File: config.mk
export PLATFORM = sky130hd
export DESIGN_NAME = spm_drv
export DESIGN_NICKNAME = d
export VERILOG_FILES = /design/src/rtl/spm_drv_pkg.sv /design/src/rtl/spm_drv_deser.sv /design/src/rtl/spm_drv.sv
export SDC_FILE = /design/constraint.sdc
export NUM_CORES = 1
export LEC_CHECK = 0
export ABC_AREA = 1
export CORE_MARGIN = 2
export CORE_UTILIZATION = 52
export DETAILED_ROUTE_END_ITERATION = 16
export GPL_ROUTABILITY_DRIVEN = 0
export PLACE_DENSITY_LB_ADDON = 0.3
export RECOVER_POWER = 25
export SYNTH_ARGS = -nofsm -noshare
export SYNTH_HDL_FRONTEND = slang
export SYNTH_SLANG_ARGS = --single-unit
File: constraint.sdc
create_clock -name clk -period 2.62 [get_ports clk]
set_clock_uncertainty 0.15 [all_clocks]
set_input_delay 0.524 -clock clk [delete_from_list [all_inputs] [get_ports clk]]
set_output_delay 0.524 -clock clk [all_outputs]
set_load 0.005 [all_outputs]
File: src/rtl/spm_drv_pkg.sv
// Shared types and sizing helpers for the serial-parallel multiplier driver.
package spm_drv_pkg;

    typedef enum logic [1:0] {
        IDLE  = 2'd0,
        SHIFT = 2'd1,
        DRAIN = 2'd2,
        DONE  = 2'd3
    } state_e;

    // Bit counter must reach 2*width, hence the +1.
    function automatic int CNT_W(input int width);
        return $clog2(2 * width + 1);
    endfunction

endpackage

File: src/rtl/spm_drv_deser.sv
// Serial-in/parallel-out capture register; bits arrive LSB first and shift in from the top.
module spm_drv_deser #(
    parameter int N = 64
) (
    input  logic         clk,
    input  logic         rst,
    input  logic         shift_en,
    input  logic         din,
    output logic [N-1:0] dout
);

    logic [N-1:0] data_reg;
    logic [N-1:0] data_next;

    assign data_next[N-1] = din;

    generate
        for (genvar gi = 0; gi < N - 1; gi++) begin : g_shift
            assign data_next[gi] = data_reg[gi+1];
        end
    endgenerate

    always_ff @(posedge clk or negedge rst) begin
        if (!rst) begin
            data_reg <= '0;
        end else if (shift_en) begin
            data_reg <= data_next;
        end
    end

    assign dout = data_reg;

endmodule

File: src/rtl/spm_drv.sv
// Host-side driver for a serial-parallel multiplier: serializes y, collects the product.
// Define SPM_DRV_SIGNED_EN for two's-complement operands (y is sign-padded).
module spm_drv
    import spm_drv_pkg::*;
#(
    parameter int WIDTH   = 32,
    parameter int SPM_LAT = 1
) (
    input  logic               clk,
    input  logic               rst,
    input  logic               in_valid,
    output logic               in_ready,
    input  logic [WIDTH-1:0]   in_x,
    input  logic [WIDTH-1:0]   in_y,
    output logic [WIDTH-1:0]   spm_x,
    output logic               spm_y,
    input  logic               spm_p,
    output logic               out_valid,
    input  logic               out_ready,
    output logic [2*WIDTH-1:0] out_p
);

    localparam int              CW       = CNT_W(WIDTH);
    localparam logic [CW-1:0]   CNT_LAST = CW'(2 * WIDTH - 1);
    localparam logic [CW-1:0]   LAT_C    = CW'(SPM_LAT);
    localparam logic [2:0]      DRAIN_LAST = 3'(SPM_LAT - 1);

    state_e             state_reg, state_next;
    logic [CW-1:0]      cnt_reg;
    logic [2:0]         drain_reg;
    logic [WIDTH-1:0]   x_reg;
    logic [WIDTH-1:0]   y_reg;
    logic               pad_reg;
    logic               armed_reg;
    logic               pad_in;
    logic               accept;
    logic               cap_en;

`ifdef SPM_DRV_SIGNED_EN
    assign pad_in = in_y[WIDTH-1];
`else
    assign pad_in = 1'b0;
`endif

    // armed_reg keeps in_ready low until the first edge after reset release.
    assign in_ready  = armed_reg && (state_reg == IDLE);
    assign accept    = in_valid && in_ready;
    assign out_valid = (state_reg == DONE);
    assign spm_x     = x_reg;
    assign spm_y     = (state_reg == SHIFT) && y_reg[0];

    // Product bit j shows up SPM_LAT cycles after y bit j, so capture lags the shift.
    assign cap_en = ((state_reg == SHIFT) && (cnt_reg >= LAT_C)) || (state_reg == DRAIN);

    always_comb begin
        state_next = state_reg;
        case (state_reg)
            IDLE:  if (accept) state_next = SHIFT;
            SHIFT: if (cnt_reg == CNT_LAST) state_next = (SPM_LAT == 0) ? DONE : DRAIN;
            DRAIN: if (drain_reg == DRAIN_LAST) state_next = DONE;
            DONE:  if (out_ready) state_next = IDLE;
            default: state_next = IDLE;
        endcase
    end

    always_ff @(posedge clk or negedge rst) begin
        if (!rst) begin
            state_reg <= IDLE;
            cnt_reg   <= '0;
            drain_reg <= '0;
            x_reg     <= '0;
            y_reg     <= '0;
            pad_reg   <= 1'b0;
            armed_reg <= 1'b0;
        end else begin
            state_reg <= state_next;
            armed_reg <= 1'b1;
            if (accept) begin
                x_reg   <= in_x;
                y_reg   <= in_y;
                pad_reg <= pad_in;
                cnt_reg <= '0;
            end else if (state_reg == SHIFT) begin
                cnt_reg <= cnt_reg + CW'(1);
                y_reg   <= {pad_reg, y_reg[WIDTH-1:1]};
            end
            if (state_reg == DRAIN) begin
                drain_reg <= drain_reg + 3'd1;
            end else begin
                drain_reg <= '0;
            end
        end
    end

    spm_drv_deser #(
        .N(2 * WIDTH)
    ) u_deser (
        .clk      (clk),
        .rst      (rst),
        .shift_en (cap_en),
        .din      (spm_p),
        .dout     (out_p)
    );

endmodule

# Yosys cells after proc, flatten, opt, wreduce, memory -nomap -nowiden
# Cells that the tools add are included.
dict set report totals {
  ff_bits 141
  input_bits 69
  out_inout_bits 99
  elab_cells 37
}
dict set report classes {
  n_addsub 2
  n_lt_le_gt_ge 1
  n_eq_ne 8
  muxes 10
  n_reduce_logical 9
}
# cell count
set ops {}
lappend ops {{$mux 32} 2}
lappend ops {{$mux 7} 2}
lappend ops {{$mux 2} 4}
lappend ops {{$pmux 2 s4} 1}
lappend ops {{$add 7x1->7 const B} 1}
lappend ops {{$eq 7x6->1 const B} 1}
lappend ops {{$ge 7x1->1 const B} 1}
lappend ops {{$ne 2x2->1 const B} 3}
lappend ops {{$eq 2x2->1 const B} 2}
lappend ops {{$logic_and 1x1->1} 4}
lappend ops {{$reduce_and 4->1} 1}
lappend ops {{$add 3x1->3 const B} 1}
lappend ops {{$logic_not 3->1} 1}
lappend ops {{$mux 3} 1}
lappend ops {{$eq 2x1->1 const B} 1}
lappend ops {{$logic_not 2->1} 1}
lappend ops {{$ne 2x1->1 const B} 1}
lappend ops {{$reduce_bool 2->1} 1}
lappend ops {{$logic_or 1x1->1} 1}

# Longest topological paths before layout
# Gate-level depths: netlist (run 1).
dict set report logic_depth {
  word_depth 5
  mapped_depth 10
  mapped_depth_nobuf 9
}

# Cells and area by module
# Synthesis (run 1) repeated with hierarchy kept, for this count alone.
dict set report hier_totals {
  hier_cells 681
  hier_area_um2 5943.2
}
# module instances cells_per_inst area_each_um2 seq_area_each_um2
set modules_own_cells {}
lappend modules_own_cells {spm_drv 1 411 3497.1 1926.8}
lappend modules_own_cells {spm_drv_deser 1 270 2446.1 1601.5}

# Worst setup path before layout (run 1)
# Ideal clock, no wire load.
dict set report synth_timing {
  path_type {flip-flop to output port}
  startpoint {reg state_reg[1]}
  endpoint {out spm_y}
  arrival_time_ns 1.116
  t_required_ns 1.946
  path_slack_ns 0.830
  path_stages_with_launch 6
  n_path_buf 1
  path_cell_list {dfrtp_1 inv_1 ha_1 buf_2 nand2_1 inv_1}
}
dict set report synth_between {
  elab_chain_len 2
}
# item line_no
set synth_lines {}
lappend synth_lines {{from (decl)} spm_drv.sv:28} ;# state_e state_reg, state_next;
lappend synth_lines {{from (signal assigned)} spm_drv.sv:76} ;# state_reg <= state_next;
lappend synth_lines {{$eq 2x1->1} spm_drv.sv:50} ;# assign spm_y = (state_reg == SHIFT) && y_reg[0];
lappend synth_lines {{$logic_and 1x1->1} spm_drv.sv:50}
lappend synth_lines {{to (decl)} spm_drv.sv:16} ;# output logic spm_y,
# No other way between the ends.

# Worst setup path in the final report (run 1)
dict set report layout_timing {
  startpoint {reg state_reg[1]}
  endpoint {out in_ready}
}
dict set report layout_between {
  elab_chain_len 2
}
# item line_no
set layout_lines {}
lappend layout_lines {{$logic_not 2->1} spm_drv.sv:46} ;# assign in_ready = armed_reg && (state_reg == IDLE);
lappend layout_lines {{$logic_and 1x1->1} spm_drv.sv:46}
lappend layout_lines {{to (decl)} spm_drv.sv:12} ;# output logic in_ready,
# No other way between the ends.

==> run metrics, run 1 <==
R2R Setup Slk=500 ps; Logic pwr share=between 30% and 40%; final setup fails=0; worst min-delay path class=reg -> reg; Yosys cell types=29; ANT cells=0; sequential area share after synthesis=57.6%; total track usage=roughly a quarter; largest net degree at the start of global routing=66; Max-slew headroom=11.1%; Rows=39; Initial Utilization=between 50% and 60%; nets=between 900 and 1000; CP required=around 2000 ps; asr flop ratio synth=100%; dpl cells=965; Setup TNS=0 ps; synthesis-to-finish area growth=35.8%; Synth Area per Inst=between 8 and 9 sq um; die area=12700 sq um; Multi-input gate area=2080 sq um; WS Path Type=reg -> out; Yosys reg bits=141; clock root buffer master=clkbuf_16; Bufs on Longest Clock Path=2; M1 WL=just over 6000 um; # DRC=0; vias in the first global route=between 5000 and 6000; Die H=~110 um; WL met3=slightly above 900 um; dpl ws=about 280 ps; Synth Instances=686; Max Freq=0.400 GHz; Inserted Clock Buffers=17; Synth Cell Area=between 6000 and 7000 sq um; yosys warns=0; detailed-route vias per instance=about 5.2; RSZ-0062 raised after global routing=no; htree depth=4; first-pass GRT wire length=about 24000 um; IO buf count=roughly 170; EDFF count, synth=0; peak supply drop=between 0.0007 and 0.0008 V; synth top area cells=dfrtp_1 (58%), nand2_1 (16%), o21ai_0 (6.5%); maxcap violations=0; Die W=between 100 and 150 um; Ports=between 150 and 200; net load switching power=about 3.1 mW; CTS tree=yes; Leak=between 4 and 5 nW; dominant synthesized flop cell=dfrtp_1; Net Count, Synth=764; Fill cells=between 800 and 900; outcome=finished clean; commonest cells in the netlist=nand2_1 (259), dfrtp_1 (141), o21ai_0 (80), nand3_1 (74), inv_1 (42); max reg flops=64; Hold Vio Cnt, Final=0; post-layout util=72.5%; WL/cell=14.5 um; final worst-path setup slack=about 120 ps; max-slew violations=0; DR WL met2=about 7000 um; DP HPWL=around 9500 um; uppermost layer routed=met4; Clk pwr share=27.7%; register share of total power=36.8%; top-count cell post-synth=nand2_1; fin crit period=2500 ps; Clk Latency, worst-skew pair=~400 ps; fin cells=between 900 and 1000; Vias=~5200; Critical Path End Type=output pin; Post-CTS Setup Inserts=0; Pre-antenna DRT Iters=4; Data arrival, critical path=about 1800 ps; CP Launch Type=register; switching share of power=between 30 and 40%; FF+latch area=roughly 3500 sq um; share of the synthesized area in the top cell type=57.6%; First DRT Iteration DRCs=approximately 450; largest area contributor in the netlist=dfrtp_1; CTS Sinks=roughly 140; Worst-path clk slew=roughly 50 ps; Detail Route Antenna Nets=0; drt total wl=14400 um; pwr dens=around 1100 nW/um^2; Max Fanout on Critical Path=4; GR Overflow Total=0; total power=between 9 and 10 mW; layout cells sized above 1=about 6%; internal power=between 5 and 6 mW; Worst Tran Pin Value=between 1000 and 1500 ps; Floorplan Core Area=approximately 11000 sq um; share of the clock period used by the worst path=between 90% and 100%; initial antenna violation count=0
-- logic make-up after synthesis --
kind of cell	share of synthesized area, %
other	0.0612
DFF	57.6
buffers and inverters	8.64
and+or+nand+nor	24.0
adders and majority gates	1.84
AOI/OAI and AO/OA	7.83
-- final timing paths --
| path | from | endpoint | cells past startpoint |
|---|---|---|---|
| max | state_reg[1] | in_ready | 5 |
| min in group asynchronous | rst | u_deser.dout[29] | 2 |
| max reg2reg | cnt_reg[0] | u_deser.dout[7] | 7 |
| min reg2reg | drain_reg[2] | drain_reg[2] | 1 |
| max in group asynchronous | rst | spm_x[10] | 3 |
| min | drain_reg[2] | drain_reg[2] | 1 |
-- power by group through the flow --
stage / Sequential, mW / Clock (mW) / Combinational, mW
finish: 3.32 / 2.50 / 3.19
global route: 3.39 / 2.63 / 3.59
CTS: 3.32 / 2.53 / 3.23
detailed placement: 3.34 / 0 / 3.20
global placement: 3.31 / 0 / 3.06
floorplan: 3.27 / 0 / 2.22
-- critical path: stages (launching register included) --
cell,delay [ps]
dfrtp_1,410
inv_1,130
ha_1,260
nand2_1,80
inv_1,60
clkdlybuf4s50_1,480
-- metrics by stage --
stage               area [sq um]  hold slack (ps)
floorplan                   6120             78.4
global placement            7710              301
detailed placement          7710              306
CTS                         8330              319
global route                8320              351
finish                      8320              319
-- final cells by class --
class,instances,share of cell area [%]
clock buffers,19,5.32
clock inverters,11,2.03
inverters,44,1.99
multi-input cells,460,25.0
flip-flops and latches,141,42.4
well taps,143,2.15
repair buffers,178,21.1
-- timing repair --
action | 4_1_cts | 5_1_grt
hold buffers | 1 | 0
gates resized for setup | 0 | 0
endpoints found under the hold margin | 50 | 0
-- routing by layer --
| metal | track usage, % | vias up |
|---|---|---|
| met5 | 0 | - |
| met4 | 8.13 | 0 |
| met3 | 6.26 | 27 |
| met2 | 37.7 | 176 |
| met1 | 30.9 | 2491 |
| li1 | - | 2489 |
-- placed cells by master (no fill, tap or decap), types with 4 or more instances in the layout --
cell type / netlist / routed
buf_4: 5 / 9
a31oi_1: 4 / 4
ha_1: 9 / 9
a21oi_1: 6 / 6
o21ai_0: 80 / 80
nor2_1: 17 / 17
dfrtp_1: 141 / 141
bufinv_16: 0 / 4
nand3_1: 74 / 73
clkbuf_16: 0 / 17
clkinvlp_4: 0 / 4
nand2_1: 259 / 259
inv_1: 42 / 41
clkdlybuf4s50_1: 0 / 166
Power figures use the tool's default switching activity.
==> inputs of run 2 (changes only) <==
--- a/config.mk
+++ b/config.mk
@@ -10,6 +10,7 @@
 export CORE_UTILIZATION = 52
 export DETAILED_ROUTE_END_ITERATION = 16
 export GPL_ROUTABILITY_DRIVEN = 0
+export GPL_TIMING_DRIVEN = 0
 export PLACE_DENSITY_LB_ADDON = 0.3
 export RECOVER_POWER = 25
 export SYNTH_ARGS = -nofsm -noshare
==> run metrics, run 2 (synthesized netlist as in run 1, its figures left out) <==
worst reg2reg startpoint=state_reg[0]; Clk Latency, worst-skew pair=410 ps (about the same); Die H=113 um (unchanged); # DRC=0 (unchanged); First DRT Iteration DRCs=399 (-11%); RSZ-0062 raised after global routing=no; WS Path Type=reg -> out; DP HPWL=10400 um (+9.1%); Crit Reg-Reg Endpoint=y_reg[6]; crit path launch=state_reg[1]; final setup fails=0 (unchanged); clock root buffer master=clkbuf_16; htree depth=4 (unchanged); share of the clock period used by the worst path=96.0% (+0.53 points); Initial Utilization=53.4% (unchanged); Ports=168 (unchanged); die area=12700 sq um (unchanged); Detail Route Antenna Nets=0 (unchanged); CP Launch Type=register; Bufs on Longest Clock Path=2 (unchanged); worst min-delay path class=reg -> reg; fin cells=1027 (+3.1%); final worst-path setup slack=104 ps (-14.0 ps); layout cells sized above 1=8.14% (+2.2 points); CP required=1950 ps (about the same); Inserted Clock Buffers=17 (unchanged); Fill cells=833 (-3.6%); dpl cells=997 (+3.3%); outcome=finished clean; post-layout util=74.6% (+2.1 points); Setup crit end=spm_y; Floorplan Core Area=11500 sq um (unchanged); Worst Tran Pin Value=1280 ps (-50.6 ps); max reg flops=64 (unchanged); initial antenna violation count=0 (unchanged); GR Overflow Total=0 (unchanged); R2R Setup Slk=480 ps (-20 ps); most frequent cells in the layout=nand2_1 (259), clkdlybuf4s50_1 (166), dfrtp_1 (141), o21ai_0 (80), nand3_1 (74); WL/cell=14.5 um (-0.30%); Data arrival, critical path=1840 ps (about the same); fin crit period=2520 ps (+14.0 ps); detailed-route vias per instance=5.24 (+0.76%); synthesis-to-finish area growth=39.8%; ANT cells=0 (unchanged); Vias=5385 (+3.9%); drt total wl=14800 um (+2.8%); Critical Path End Type=output pin; Worst-path clk slew=50 ps (about the same); vias in the first global route=5262 (+1.8%); CTS tree=yes; CTS Sinks=141 (unchanged); Pre-antenna DRT Iters=6 (+2); Max Fanout on Critical Path=10 (+6); peak supply drop=0.000589 V (-21%); Worst R2R Path Depth=8 (+1); dpl ws=109 ps (-170 ps); total track usage=24.2% (+0.79 points); largest net degree at the start of global routing=92 (+39%); commonest non-fill, non-tap cell in the layout=nand2_1; nets=954 (+3.7%); Multi-input gate area=2080 sq um (+0.12%); Leak=4.28 nW (+3.4%); pwr dens=1080 nW/um^2 (-0.24%); Rows=39 (unchanged); FF+latch area=3530 sq um (unchanged); max-slew violations=0 (unchanged); Max Freq=0.398 GHz (-0.56%); Hold Vio Cnt, Final=0 (unchanged); maxcap violations=0 (unchanged); Max-slew headroom=14.4% (+3.4 points); IO buf count=167 (unchanged); first-pass GRT wire length=24800 um (+3.1%); Die W=113 um (unchanged)
-- run 2: cell types whose count changed in the layout (fill, tap and decap cells not counted), sizes merged --
cell | before | now
buf | 10 | 34
clkbuf | 20 | 36
bufinv | 4 | 0
clkinvlp | 4 | 0
clkinv | 3 | 2
-- run 2: cell type report --
type / count / share of cell area [%]
Buffer: 41 / 4.33
Clock buffer: 25 / 5.91
Clock inverter: 2 / 0.117
Inverter: 44 / 1.93
Multi-Input combinational cell: 460 / 24.3
Sequential cell: 141 / 41.2
Tap cell: 143 / 2.09
Timing Repair Buffer: 171 / 20.1
-- run 2: metal layers --
| layer | wire (um) | vias up | GRT usage (%) |
|---|---|---|---|
| met1 | 6240 | 2567 | 30.8 |
| met2 | 7310 | 233 | 40.1 |
| li1 | - | 2559 | - |
| met3 | 1060 | 26 | 7.40 |
| met5 | 0 | - | 0 |
| met4 | 236 | 0 | 7.24 |
-- run 2: report_power, final --
part           leakage, nW  switching (mW)  internal [mW]  total [mW]
clock                0.257           0.817           1.30        2.12
sequential            1.84           0.416           2.89        3.30
combinational         2.19            1.95           1.87        3.82
-- run 2: worst min-delay path by stage --
stage | startpoint | end | slack [ps] | cells after the start
after CTS | drain_reg[0] | drain_reg[0] | 310 | 1
after global routing | drain_reg[0] | drain_reg[0] | 340 | 1
after global placement | drain_reg[2] | drain_reg[2] | 300 | 1
after detailed placement | drain_reg[0] | drain_reg[0] | 310 | 1
after floorplan | rst | armed_reg | 80 | 0
final | drain_reg[0] | drain_reg[0] | 310 | 1
-- run 2: worst max-delay path, stage by stage, from the launching register on --
cell and delay [ps]:
dfrtp_1 420, inv_2 120, ha_4 150, buf_6 130, nand2_1 50, inv_1 50, clkdlybuf4s50_1 510
-- run 2: repair_timing --
item	in CTS	in global routing
pin swaps	0	0
hold buffers	1	0
endpoints found under the setup margin	1	2
hold endpoints to repair	50	0
gates resized for setup	5	1
buffers inserted	0	2
-- run 2: metrics by stage --
step / area, sq um / setup TNS, ps / hold WS (ps) / power [mW]
2_1_floorplan: 6120 / 0 / 78.4 / 5.49
3_3_place_gp: 7970 / -637470 / 300 / 6.89
3_5_place_dp: 8000 / 0 / 307 / 7.08
4_1_cts: 8550 / 0 / 314 / 9.29
5_1_grt: 8560 / 0 / 337 / 9.87
6_report: 8560 / 0 / 312 / 9.25
==> inputs of run 3 (changes only) <==
--- a/config.mk
+++ b/config.mk
@@ -8,6 +8,7 @@
 export ABC_AREA = 1
 export CORE_MARGIN = 2
 export CORE_UTILIZATION = 52
+export CTS_CLUSTER_SIZE = 40
 export DETAILED_ROUTE_END_ITERATION = 16
 export GPL_ROUTABILITY_DRIVEN = 0
 export GPL_TIMING_DRIVEN = 0
==> results of run 3 <==
Same layout as run 2: the final DEF is identical, and so are final timing and power.
==> variant, RTL diff (flow settings as in run 2) <==
Set the parameter `WIDTH` to 64 (it was 32).
--- a/src/rtl/spm_drv.sv
+++ b/src/rtl/spm_drv.sv
@@ -3,7 +3,7 @@
 module spm_drv
     import spm_drv_pkg::*;
 #(
-    parameter int WIDTH   = 32,
+    parameter int WIDTH   = 64,
     parameter int SPM_LAT = 1
 ) (
     input  logic               clk,
Interface: changed (resized in_x, in_y, out_p and spm_x); port bits go from 168 to 328. No check against the original RTL was run, so the function may have changed too.
==> variant against run 2 <==
Critical path depth down 1; power rose by 75%; routed wire length is 110% higher; fmax decreased by 0.44%; sequential power rose by 80%; synthesized area rose by 86%; design area up 87%; core utilization fell by 0.64 points; worst setup slack worse by 0.011 ns; first-iteration DRC count is 52% higher; sequential cell count is 129 higher; largest cell class unchanged.
==> variant: results <==
{
  "yosysUniqueCellTypes": 27,
  "synth.area.top_cells": "dfrtp_1 59%, nand2_1 16%, o21ai_0 8.3%, nand3_1 6.0%, inv_1 2.8%",
  "clk_latency_ns": 0.53,
  "use_met3_pct": 6.70,
  "wl_met2_um": 15100,
  "htreeDepth": 1,
  "wl_per_cell_um": 15.9,
  "cts_made_buffers": 29,
  "clk_pin_slew_ns": 0.06,
  "grt_util_met2_pct": 45.5,
  "largest_reg_flops": 128,
  "max_stage_delay_ns": 0.50,
  "grt_pass1_wl_um": 51100,
  "nets": 1796,
  "highest_layer": "met4",
  "via_per_inst": 5.21,
  "wl_met1_um": 12100,
  "slew_headroom_pct": 27.0,
  "nFillCells": 1546,
  "grt_start_max_net_pins": 116,
  "worst_path_max_delay_cell": "clkdlybuf4s50_1",
  "cts_buffer_depth": 3,
  "clockRootBuffer": "clkbuf_16",
  "hp-class": "reg2reg",
  "port_buffers": 327,
  "async_flop_share_pct": 100,
  "worstPathMaxFanout": 4,
  "grt_pass1_vias": 10100,
  "seq_area_frac_synth_pct": 59.4,
  "yosysWarnings": 0,
  "vdd.ir_drop.worst_mv": 0.701,
  "antenna_found_initial": 1,
  "layout-drive-gt1-share_pct": 6.51,
  "hpwlAfterDp_um": 21700,
  "grt.total_usage_pct": 26.6,
  "cp.arrival_ns": 1.85,
  "crit_family": "buffers and inverters",
  "synthTopCellsByCount": "483 x nand2_1, 270 x dfrtp_1, 189 x o21ai_0",
  "route.met3.wl_um": 2710,
  "syn_nets": 1434,
  "leakage_nw": 8.02,
  "status": "finished clean",
  "first_iter_violations": 607,
  "first_pass_iters": 6,
  "grtUsageMet1_pct": 33.1
}
## variant: final cells by class
class / instances / share of cell area [%]
diodes: 1 / 0.0156
plain buffers: 84 / 3.46
clock buffers: 40 / 5.30
clock inverters: 13 / 0.774
inverters: 89 / 2.10
multi-input cells: 848 / 23.2
flip-flops and latches: 270 / 42.2
well taps: 280 / 2.19
repair buffers: 331 / 20.7
## variant: report_power, final
| group | internal (W) | switching (W) | total, W |
|---|---|---|---|
| Clock | 0.00245 | 0.00169 | 0.00414 |
| Combinational | 0.00277 | 0.00337 | 0.00614 |
| Sequential | 0.00535 | 0.000583 | 0.00593 |
## variant: per-stage QoR
stage	setup WS, ns	area [µm²]	std cells
after global placement	-10.60	15000	1898
after global routing	0.0157	16000	1955
after CTS	0.0101	16000	1955
after floorplan	0.948	11400	1291
final	0.0935	16000	1956
after detailed placement	0.211	15100	1900
## variant: path summary, 6_finish.rpt
check / start / to / slack [ns] / depth (start not counted)
setup / recovery: state_reg[0] / in_ready / 0.09 / 5
hold / removal: drain_reg[0] / drain_reg[0] / 0.32 / 1
setup reg to reg: state_reg[0] / y_reg[44] / 0.49 / 8
hold reg to reg: drain_reg[0] / drain_reg[0] / 0.32 / 1
max in group asynchronous: rst / spm_x[55] / 0.46 / 3
min in group asynchronous: rst / u_deser.dout[113] / 0.36 / 2
## variant: what timing repair did
action / CTS / global route
hold buffers: 1 / 0
hold endpoints to repair: 69 / 0
buffers inserted: 1 / 0
cloned: 0 / 0
resized for setup: 3 / 2
endpoints found under the setup margin: 1 / 1
## variant: kinds of logic after synthesis
logic type / count (synthesis) / share of synthesized area, %
AO/OA/AOI/OAI: 197 / 8.73
other: 1 / 0.0330
adder cells (fa/ha/maj): 10 / 1.10
buffers and inverters: 173 / 7.87
flip-flops: 270 / 59.4
AND/OR/NAND/NOR: 640 / 22.8
